**config.mk**
```make
export PLATFORM = sky130hd
export DESIGN_NAME = vga_scan_gen
export DESIGN_NICKNAME = d
export VERILOG_FILES = /design/src/rtl/vga_scan_gen.sv
export SDC_FILE = /design/constraint.sdc
export NUM_CORES = 1
export LEC_CHECK = 0
export ABC_AREA = 1
export BUFFER_PORTS_ARGS = -buffer_cell sky130_fd_sc_hd__clkbuf_2
export CAP_MARGIN = 20
export CORE_MARGIN = 2
export CORE_UTILIZATION = 50
export DETAILED_ROUTE_END_ITERATION = 8
export HOLD_SLACK_MARGIN = 0.02
export PLACE_DENSITY = 0.83
export SYNTH_ARGS = -nofsm -noshare
export SYNTH_HDL_FRONTEND = slang
export SYNTH_SLANG_ARGS = --single-unit
export TNS_END_PERCENT = 20
```
**constraint.sdc**
```tcl
create_clock -name Clk -period 1.85 [get_ports Clk]
set_input_delay 0.185 -clock Clk [delete_from_list [all_inputs] [get_ports Clk]]
set_output_delay 0.185 -clock Clk [all_outputs]
set_load 0.005 [all_outputs]
```
**src/rtl/vga_scan_gen.sv**
```systemverilog
// vga_scan_gen: 640x480@60 raster scan generator with pixel enable, syncs, blanking and line/frame strobes; optional frame_cnt under VGA_FRAME_CNT_EN
module vga_scan_gen #(
    parameter int H_VISIBLE = 640,
    parameter int H_FP      = 16,
    parameter int H_SYNC    = 96,
    parameter int H_BP      = 48,
    parameter int V_VISIBLE = 480,
    parameter int V_FP      = 10,
    parameter int V_SYNC    = 2,
    parameter int V_BP      = 33,
    parameter int CLK_DIV   = 2
) (
    input  logic       Clk,
    input  logic       Reset_n,
    output logic       pix_en,
    output logic       VGA_CLK,
    output logic       VGA_HS,
    output logic       VGA_VS,
    output logic       VGA_BLANK_N,
    output logic       VGA_SYNC_N,
    output logic [9:0] DrawX,
    output logic [9:0] DrawY,
    output logic       line_start,
    output logic       frame_start
`ifdef VGA_FRAME_CNT_EN
    ,
    output logic [15:0] frame_cnt
`endif
);
    localparam int DW = (CLK_DIV > 1) ? $clog2(CLK_DIV) : 1;
    localparam logic [DW-1:0] DIV_MAX = DW'(CLK_DIV - 1);
    localparam logic [DW-1:0] VCLK_HI = DW'((CLK_DIV + 1) / 2);
    localparam logic [9:0] H_LAST = 10'(H_VISIBLE + H_FP + H_SYNC + H_BP - 1);
    localparam logic [9:0] V_LAST = 10'(V_VISIBLE + V_FP + V_SYNC + V_BP - 1);
    localparam logic [9:0] H_VIS  = 10'(H_VISIBLE);
    localparam logic [9:0] V_VIS  = 10'(V_VISIBLE);
    localparam logic [9:0] HS_BEG = 10'(H_VISIBLE + H_FP);
    localparam logic [9:0] HS_END = 10'(H_VISIBLE + H_FP + H_SYNC);
    localparam logic [9:0] VS_BEG = 10'(V_VISIBLE + V_FP);
    localparam logic [9:0] VS_END = 10'(V_VISIBLE + V_FP + V_SYNC);

    logic [DW-1:0] r_div;
    logic          r_pix_en, r_vclk, r_hs, r_vs, r_blank_n, r_ls, r_fs;
    logic [9:0]    r_hc, r_vc;
    logic          w_hwrap, w_fwrap;
    logic [9:0]    w_hc_nx, w_vc_nx;

    // next raster position for the coming pixel
    always_comb begin
        w_hwrap = r_hc == H_LAST;
        w_hc_nx = w_hwrap ? 10'd0 : r_hc + 10'd1;
        w_vc_nx = w_hwrap ? ((r_vc == V_LAST) ? 10'd0 : r_vc + 10'd1) : r_vc;
        w_fwrap = (w_hc_nx == 10'd0) && (w_vc_nx == 10'd0);
    end

    // clock divider: pixel enable follows the terminal count, VGA_CLK high in the first half of a pixel
    always_ff @(posedge Clk) begin
        if (!Reset_n) begin
            r_div    <= '0;
            r_pix_en <= 1'b0;
            r_vclk   <= 1'b0;
        end else begin
            r_div    <= (r_div == DIV_MAX) ? '0 : r_div + 1'b1;
            r_pix_en <= r_div == DIV_MAX;
            r_vclk   <= r_div < VCLK_HI;
        end
    end

    // raster counters and the outputs derived from the position they move to
    always_ff @(posedge Clk) begin
        if (!Reset_n) begin
            r_hc      <= 10'd0;
            r_vc      <= 10'd0;
            r_hs      <= 1'b1;
            r_vs      <= 1'b1;
            r_blank_n <= 1'b1;
            r_ls      <= 1'b0;
            r_fs      <= 1'b0;
        end else if (r_pix_en) begin
            r_hc      <= w_hc_nx;
            r_vc      <= w_vc_nx;
            r_hs      <= !((w_hc_nx >= HS_BEG) && (w_hc_nx < HS_END));
            r_vs      <= !((w_vc_nx >= VS_BEG) && (w_vc_nx < VS_END));
            r_blank_n <= (w_hc_nx < H_VIS) && (w_vc_nx < V_VIS);
            r_ls      <= w_hc_nx == 10'd0;
            r_fs      <= w_fwrap;
        end else begin
            r_ls      <= 1'b0;
            r_fs      <= 1'b0;
        end
    end

`ifdef VGA_FRAME_CNT_EN
    logic [15:0] r_frame_cnt;

    // frame counter for animation timing, steps with the frame_start strobe
    always_ff @(posedge Clk) begin
        if (!Reset_n)
            r_frame_cnt <= 16'd0;
        else if (r_pix_en && w_fwrap)
            r_frame_cnt <= r_frame_cnt + 16'd1;
    end

    assign frame_cnt = r_frame_cnt;
`endif

    assign pix_en      = r_pix_en;
    assign VGA_CLK     = r_vclk;
    assign VGA_HS      = r_hs;
    assign VGA_VS      = r_vs;
    assign VGA_BLANK_N = r_blank_n;
    assign VGA_SYNC_N  = 1'b0;
    assign DrawX       = r_hc;
    assign DrawY       = r_vc;
    assign line_start  = r_ls;
    assign frame_start = r_fs;
endmodule

```
==> impl_metrics.csv, run 1 <==
group,metric,value,unit
timing,fin_crit_sh,93.6,%
finish,diodes,0,
detailed_routing,drt_iter0_markers,164,
hold_path,hold_class,"primary input to register",
logic_synthesis,synth_edf_count,0,
detailed_routing,ant_nets,0,
timing,fmax,0.577,GHz
clock_network,clock_path_buffers,2,
place,dp_hpwl,3.51,mm
logic_synthesis,async_flop_share,0,%
critical_path,end_kind,"register",
logic_synthesis,ys_ff_latch,28,
place,portBuffers,28,
floorplan,die_h,65.4,um
timing,hold_viol,0,
logic_synthesis,netlist_area,0.00188,sq mm
floorplan,initial_core_util,51.9,%
detailed_routing,routed_wl,4.80,mm
critical_path,path_depth,12,
finish,n_fill_cell,316,
logic_synthesis,synth_cell_type_count,32,
finish,layout_commonest_cell,"nand2_1",
floorplan,core_area,0.00363,sq mm
finish,drive_gt1_share,24.8,%
critical_path,worst-r2r-cell-count,12,
pwr,power,1.40,mW
detailed_routing,drtPass1Iterations,4,
pwr,p_per_area,634,mW/mm^2
logic_synthesis,ys_seq_area_share,29.7,%
hold_path,whs_path_depth,3,
logic_synthesis,synthFlopType,"dfxtp_1",
global_routing,grt_max_degree,19,
clock_network,clock-sinks,28,
global_routing,grt_overflow,0,
clock_network,htreeDepth,1,
detailed_routing,vias,1995,
global_routing,antenna_found_initial,0,
finish,layout_common_cells,"nand2_1, inv_1, nor2_1, clkbuf_2",
timing,slew_violations,0,
place,dp_cells,367,
timing,fin_crit,1.73,ns
critical_path,worstSetupStartpointType,"register",
pwr,cellLeakagePower,1.09,nW
global_routing,grt_usage,23.0,%
logic_synthesis,synth_warnings,0,
finish,syn2layout_area_growth,17.3,%
floorplan,num_io_pins,30,
detailed_routing,viasPerCell,5.32,
clock_network,cts_tree,"built",
logic_synthesis,synth_area_per_cell,6.37,sq um
critical_path,cp_top_family,"simple AND/OR/NAND/NOR gates",
finish,nets,333,
critical_path,path_cells,"ha_2 > nand2_2 > nor2_4 > nand4_4 > buf_4 > buf_4 > nand2_1 > nand3_1 > nor2_1 > nand2_1 > nand2_1 > nand2_1",
logic_synthesis,syn_nets,301,
critical_path,slowest_stage,"dfxtp_1",
critical_path,critPathMaxStageDelay,0.35,ns
pwr,irDropWorstVdd,0.000461,V
critical_path,critPathArrivalTime,1.92,ns
critical_path,crit_required,2.04,ns
critical_path,cpMostUsedCell,"nand2_1",
run,cap_violations,0,
global_routing,grt_pass1_wl,7.77,mm
critical_path,worstPathMaxFanout,6,
clock_network,clk_pin_slew_worst_paths,0.11,ns
clock_network,numCtsBuffers,3,
outcome,outcome,"complete, no violations",
detailed_routing,route.detailed.drc,0,
floorplan,die_x,65.4,um
place,gp_congestion,0.956,
timing,finalSetupViolCount,0,
clock_network,ctsHoldBuffers,0,
floorplan,dieArea,0.00428,sq mm
clock_network,clk_latency,0.29,ns
critical_path,crit_type,"register to register",
detailed_routing,wl_per_cell,12.8,um
floorplan,num_rows,22,
global_routing,grt_pass1_vias,1679,
clock_network,clock_tree.root_cell,"clkbuf_8",
timing,skew,0.0109,ns
critical_path,critical_path_buf_inv_count,2,
finish,final_core_util,60.8,%
logic_synthesis,synthCells,296,
finish,stdcell_count,375,
==> metrics by stage <==
step	worst slack [ns]	setup TNS [ns]	instance area [sq um]	hold slack (ns)
global placement	0.120	0	2060	0.424
detailed placement	0.0923	0	2060	0.432
finish	0.118	0	2210	0.346
CTS	0.0730	0	2130	0.348
floorplan	0.233	0	1880	0.414
global route	-0.00174	-0.00174	2210	0.378
==> logic make-up (layout without fill, tap and decap cells) <==
family                     after synthesis  after routing  synth area share [%]
and+or+nand+nor                        166            166                  43.2
buffers and inverters                   52             83                  11.6
AOI/OAI and AO/OA                       46             46                  13.3
DFF                                     28             28                  29.7
adders and majority gates                3              3                  1.99
other                                    1              1                 0.199
==> routing by layer <==
metal  share of wire (%)  vias to the layer above  routed length [um]  GRT usage, %
li1                    -                     1017                   -             -
met1                  46                      888                2230          32.5
met2                  46                       80                2200          36.9
met3                 5.9                       10                 283          2.57
met4                 1.8                        0                  87          6.77
met5                   0                        -                   0             0
==> power by group <==
group / leakage (nW) / switching (mW) / internal [mW]
combinational: 0.823 / 0.134 / 0.0842
clock: 0.0357 / 0.207 / 0.290
sequential: 0.231 / 0.0498 / 0.635
==> cells in the mapped netlist (2+ instances only) <==
cell type / number / area share [%]
nand2_1: 72 / 14
inv_1: 35 / 7.0
nor2_1: 33 / 6.6
dfxtp_1: 28 / 30
nand3_1: 25 / 6.6
a21oi_1: 19 / 5.0
o21ai_0: 16 / 4.2
nand4_1: 9 / 3.0
nor2_2: 6 / 2.0
clkbuf_1: 5 / 1.0
inv_2: 4 / 0.80
nand2_2: 4 / 1.3
nand3_2: 4 / 2.1
o21ai_1: 4 / 1.1
clkinv_1: 3 / 0.60
ha_1: 3 / 2.0
nor3_1: 3 / 0.80
o211ai_1: 3 / 1.2
buf_4: 2 / 0.80
buf_6: 2 / 1.2
nand2_4: 2 / 1.2
nor2_4: 2 / 1.2
nor3_2: 2 / 1.1
o21bai_1: 2 / 0.80
==> final cells by class <==
| cell class | instances | area [sq um] | share of cell area, % |
|---|---|---|---|
| clock buffers | 3 | 41.3 | 1.87 |
| clock inverters | 1 | 30.0 | 1.36 |
| inverters | 42 | 158 | 7.13 |
| multi-input cells | 216 | 1140 | 51.8 |
| flip-flops and latches | 28 | 568 | 25.7 |
| well taps | 48 | 60.1 | 2.72 |
| repair buffers | 37 | 208 | 9.40 |
==> worst reg2reg max path, delay by kind of cell, from the launching register on <==
kind	cells	cell delay, ns
simple gates	9	0.77
flops	1	0.35
buf+inv	2	0.32
fa+ha+maj	1	0.19
==> what timing repair did <==
| action | 4_1_cts | 5_1_grt |
|---|---|---|
| setup buffers | 0 | 4 |
| endpoints found under the setup margin | 0 | 4 |
| resized for setup | 0 | 18 |
| hold endpoints to repair | 0 | 0 |
==> final timing paths <==
path	start	endpoint	slack, ns
hold reg to reg	r_div	r_div	0.44
hold / removal	Reset_n	pix_en	0.35
setup reg to reg	DrawX[0]	VGA_VS	0.12
setup / recovery	DrawX[0]	VGA_VS	0.12
Note: power is estimated with default switching activity, not from simulation.
==> run 2: changes to the inputs <==
- CTS_BUF_LIST: unset -> sky130_fd_sc_hd__clkbuf_8
- PLACE_DENSITY: 0.83 -> unset
- PLACE_DENSITY_LB_ADDON: unset -> 0.3
==> impl_metrics.csv, run 2 (synthesized netlist as in run 1, its figures left out) <==
group,metric,value,unit
pwr,p_clk_share,35.1,%
pwr,pwr-share-comb,16.4,%
timing,slew_violations,0,
clock_network,clock_tree.root_cell,"clkbuf_8",
detailed_routing,routed_wl,5.10,mm
hold_path,hold_class,"primary input to register",
critical_path,critPathArrivalTime,1.96,ns
pwr,p_switching,398,uW
timing,tns,0,ns
clock_network,clk_latency,0.28,ns
timing,tightest_slew,0.539,ns
detailed_routing,ant_nets,0,
clock_network,clock_path_buffers,2,
detailed_routing,wl_per_cell,13.5,um
finish,diodes,0,
critical_path,end_kind,"register",
place,dp_cells,369,
critical_path,crit_type,"register to register",
pwr,cellLeakagePower,1.12,nW
finish,stdcell_count,379,
floorplan,dieArea,0.00428,sq mm
clock_network,clk_pin_slew_worst_paths,0.11,ns
timing,finalSetupViolCount,0,
timing,hold_viol,0,
timing,fin_crit,1.77,ns
pwr,pwr-share-seq,48.4,%
place,portBuffers,28,
pwr,p_per_area,626,mW/mm^2
global_routing,grt_usage,24.3,%
global_routing,grt_pass1_wl,8.12,mm
detailed_routing,drt_iter0_markers,146,
timing,hold_ws,0.364,ns
floorplan,num_io_pins,30,
finish,nets,337,
floorplan,core_area,0.00363,sq mm
place,gp_congestion,0.922,
detailed_routing,vias,2013,
finish,layout_commonest_cell,"nand2_1",
pwr,swShare,28.1,%
floorplan,num_rows,22,
clock_network,cts_tree,"built",
finish,layout_common_cells,"nand2_1, inv_1, nor2_1, clkbuf_2, nand3_1",
clock_network,ctsHoldBuffers,0,
finish,drive_gt1_share,25.4,%
finish,syn2layout_area_growth,20.2,%
timing,rsz0062_at_grt,"false",
critical_path,crit_start,"DrawX[2]",
global_routing,grt_pass1_vias,1705,
global_routing,grt_overflow,0,
place,dp_hpwl,3.67,mm
clock_network,numCtsBuffers,3,
critical_path,worstSetupStartpointType,"register",
timing,maxSlewHeadroom,64.0,%
detailed_routing,route.detailed.drc,0,
critical_path,worst-r2r-cell-count,10,
pwr,irDropWorstVdd,0.000591,V
critical_path,endpoint,"frame_start",
floorplan,initial_core_util,51.9,%
timing,fmax,0.567,GHz
clock_network,clock-sinks,28,
run,cap_violations,0,
critical_path,r2r-end,"frame_start",
timing,skew,0.00803,ns
floorplan,die_x,65.4,um
global_routing,antenna_found_initial,0,
detailed_routing,drtPass1Iterations,4,
pwr,p_int,1.02,mW
clock_network,htreeDepth,1,
critical_path,r2r-start,"DrawX[2]",
critical_path,rrSetupSlack,0.08,ns
critical_path,worstPathMaxFanout,6,
critical_path,crit_required,2.04,ns
floorplan,die_h,65.4,um
outcome,outcome,"complete, no violations",
detailed_routing,viasPerCell,5.31,
global_routing,grt_max_degree,19,
timing,fin_crit_sh,95.4,%
==> run 2: changes by cell type in the layout (fill, tap and decap cells not counted), moves of 2 or more <==
cell / before / now
buf_4: 9 / 12
nor2_4: 3 / 5
nand2_1: 71 / 69
nor2_2: 7 / 4
==> run 2: how the worst min path moves through the flow <==
stage / start / endpoint / slack (ns) / depth (start not counted)
final: Reset_n / pix_en / 0.36 / 3
after global routing: Reset_n / pix_en / 0.40 / 3
after CTS: Reset_n / pix_en / 0.37 / 3
after detailed placement: r_div / r_div / 0.43 / 1
after global placement: r_div / r_div / 0.43 / 1
after floorplan: r_div / VGA_CLK / 0.41 / 1
==> run 2: per-stage QoR <==
stage | cell area, sq um | power [mW] | utilization (%) | worst slack [ns]
floorplan | 1880 | 0.838 | - | 0.233
global placement | 2080 | 0.909 | 57.1 | 0.0903
detailed placement | 2080 | 0.912 | 57.1 | 0.0898
CTS | 2150 | 1.40 | 59.1 | 0.0645
global route | 2260 | 1.49 | 62.3 | 0.00155
finish | 2260 | 1.42 | 62.3 | 0.0850
==> run 2: critical path, cell delays in order (launching register included) <==
cell,delay [ns]
dfxtp_1,0.49
nand2_4,0.13
nor2_4,0.20
nand4_4,0.19
clkinvlp_4,0.17
buf_4,0.12
nand3_1,0.09
nand4_1,0.11
nor2_1,0.06
nand3_1,0.07
nor2_1,0.04
==> run 2: routing by layer <==
metal | wire length [um] | track usage [%] | vias to the layer above
li1 | - | - | 1031
met1 | 2350 | 34.7 | 907
met2 | 2330 | 38.0 | 71
met3 | 391 | 4.11 | 4
met4 | 38 | 6.25 | 0
met5 | 0 | 0 | -
==> run 2: cell type report <==
cell class                 instances  area [sq um]
clock inverter                     1          30.0
sequential                        28           566
clock buffer                       3          41.3
multi-input combinational        217          1180
tap                               48          60.1
timing repair buffer              40           230
fill                             364          1370
inverter                          42           161
==> run 2: what timing repair did <==
item | in CTS | in global routing
setup endpoints to repair | 0 | 5
buffers inserted | 0 | 5
resized for setup | 0 | 19
==> run 2: power by group through the flow <==
stage / Sequential, mW / Clock, mW / Combinational (mW)
after floorplan: 0.687 / 0 / 0.151
after global placement: 0.696 / 0 / 0.213
after detailed placement: 0.697 / 0 / 0.215
after CTS: 0.683 / 0.499 / 0.216
after global routing: 0.693 / 0.530 / 0.263
final: 0.686 / 0.498 / 0.233
==> run 3: changes to the inputs <==
- CORE_UTILIZATION: 50 -> 58
==> impl_metrics.csv, run 3 (synthesized netlist as in run 1, its figures left out) <==
group,metric,value,unit
timing,finalSetupViolCount,0,
global_routing,grt_pass1_wl,8.08,mm
global_routing,antenna_found_initial,0,
critical_path,worstSetupStartpointType,"register",
place,dp_cells,364,
detailed_routing,wl_per_cell,13.3,um
place,gp_congestion,0.967,
global_routing,grt_max_degree,21,
outcome,outcome,"complete, no violations",
clock_network,clock-sinks,28,
pwr,cellLeakagePower,1.06,nW
finish,nets,331,
critical_path,crit_type,"register to register",
place,dp_hpwl,3.69,mm
pwr,power,1.30,mW
critical_path,worstPathMaxFanout,9,
critical_path,end_kind,"register",
timing,fin_crit,1.71,ns
timing,fin_crit_sh,92.7,%
timing,hold_viol,0,
global_routing,grt_pass1_vias,1805,
finish,diodes,0,
detailed_routing,route.detailed.drc,0,
clock_network,clock_path_buffers,2,
floorplan,die_h,61,um
finish,drive_gt1_share,23.4,%
clock_network,cts_tree,"built",
detailed_routing,drt_iter0_markers,170,
pwr,irDropWorstVdd,0.000425,V
clock_network,clock_tree.root_cell,"clkbuf_8",
timing,slew_violations,0,
run,cap_violations,0,
finish,final_core_util,70.1,%
pwr,p_per_area,603,mW/mm^2
finish,layout_commonest_cell,"nand2_1",
timing,hold_ws,0.372,ns
clock_network,clk_pin_slew_worst_paths,0.10,ns
floorplan,die_x,61,um
place,place_area,0.00206,sq mm
global_routing,grt_overflow,0,
detailed_routing,routed_wl,4.90,mm
global_routing,grt_usage,29.4,%
timing,tns,0,ns
floorplan,num_io_pins,30,
hold_path,hold_class,"primary input to register",
finish,syn2layout_area_growth,14.5,%
floorplan,initial_core_util,61.2,%
detailed_routing,vias,2029,
floorplan,num_rows,20,
timing,fmax,0.583,GHz
critical_path,critPathArrivalTime,1.89,ns
clock_network,numCtsBuffers,3,
finish,layout_common_cells,"nand2_1, inv_1, nor2_1, clkbuf_2, nand3_1",
critical_path,crit_required,2.03,ns
finish,stdcell_count,369,
floorplan,dieArea,0.00372,sq mm
clock_network,clk_latency,0.28,ns
floorplan,core_area,0.00308,sq mm
detailed_routing,ant_nets,0,
timing,layout_setup_ws,0.136,ns
clock_network,htreeDepth,1,
clock_network,ctsHoldBuffers,0,
place,dp_slack,-0.0125,ns
finish,n_fill_cell,278,
timing,rsz0062_at_grt,"false",
finish,fin_area,0.00216,sq mm
detailed_routing,viasPerCell,5.50,
detailed_routing,drtPass1Iterations,5,
timing,skew,0.00329,ns
place,portBuffers,28,
run 3: cell count changes in the layout (fill, tap and decap cells not counted), moves of 2 or more:
cell | before | now
nor2_2 | 4 | 8
nor2_4 | 5 | 3
o21ai_1 | 2 | 4
o21ai_2 | 2 | 0
nor2_1 | 32 | 30
buf_4 | 12 | 7
nand2_1 | 69 | 71
run 3: report_power, final:
group | switching [mW] | leakage, nW | internal, mW | total [mW]
Clock | 0.201 | 0.0288 | 0.191 | 0.392
Sequential | 0.0479 | 0.232 | 0.635 | 0.683
Combinational | 0.140 | 0.798 | 0.0866 | 0.227
Total | 0.389 | 1.06 | 0.913 | 1.30
run 3: final cells by class:
type                    count  area, sq um  share of cell area [%]
clock buffers               4         55.1                    2.55
inverters                  42          158                    7.31
multi-input cells         216         1130                    52.3
flip-flops and latches     28          569                    26.4
well taps                  44         55.1                    2.55
repair buffers             35          193                    8.93
run 3: what timing repair did:
item	4_1_cts	5_1_grt
pin swaps	0	2
cloned	0	0
endpoints found under the setup margin	1	7
gates resized for setup	1	12
buffers inserted	0	1
run 3: critical path: stages, from the launching register on:
cell	delay (ns)
dfxtp_4	0.38
ha_2	0.19
nand2_2	0.10
nor2_2	0.16
nand4_4	0.15
o21ai_1	0.27
nand3_1	0.11
nor2_1	0.10
nand2_1	0.06
nand2_1	0.05
nand2_1	0.04
run 3: final timing paths:
| kind | startpoint | to | slack, ns | depth (start not counted) |
|---|---|---|---|---|
| min reg2reg | r_div | r_div | 0.47 | 1 |
| max | DrawX[1] | VGA_VS | 0.14 | 10 |
| min | Reset_n | pix_en | 0.37 | 3 |
| max reg2reg | DrawX[1] | VGA_VS | 0.14 | 10 |
run 3: layer usage:
metal / up-vias / part of all wire (%) / GRT usage (%)
met5: - / 0 / 0
met4: 0 / 0.61 / 12.1
li1: 1019 / - / -
met2: 97 / 45 / 44.7
met3: 4 / 9.0 / 4.69
met1: 909 / 45 / 41.5
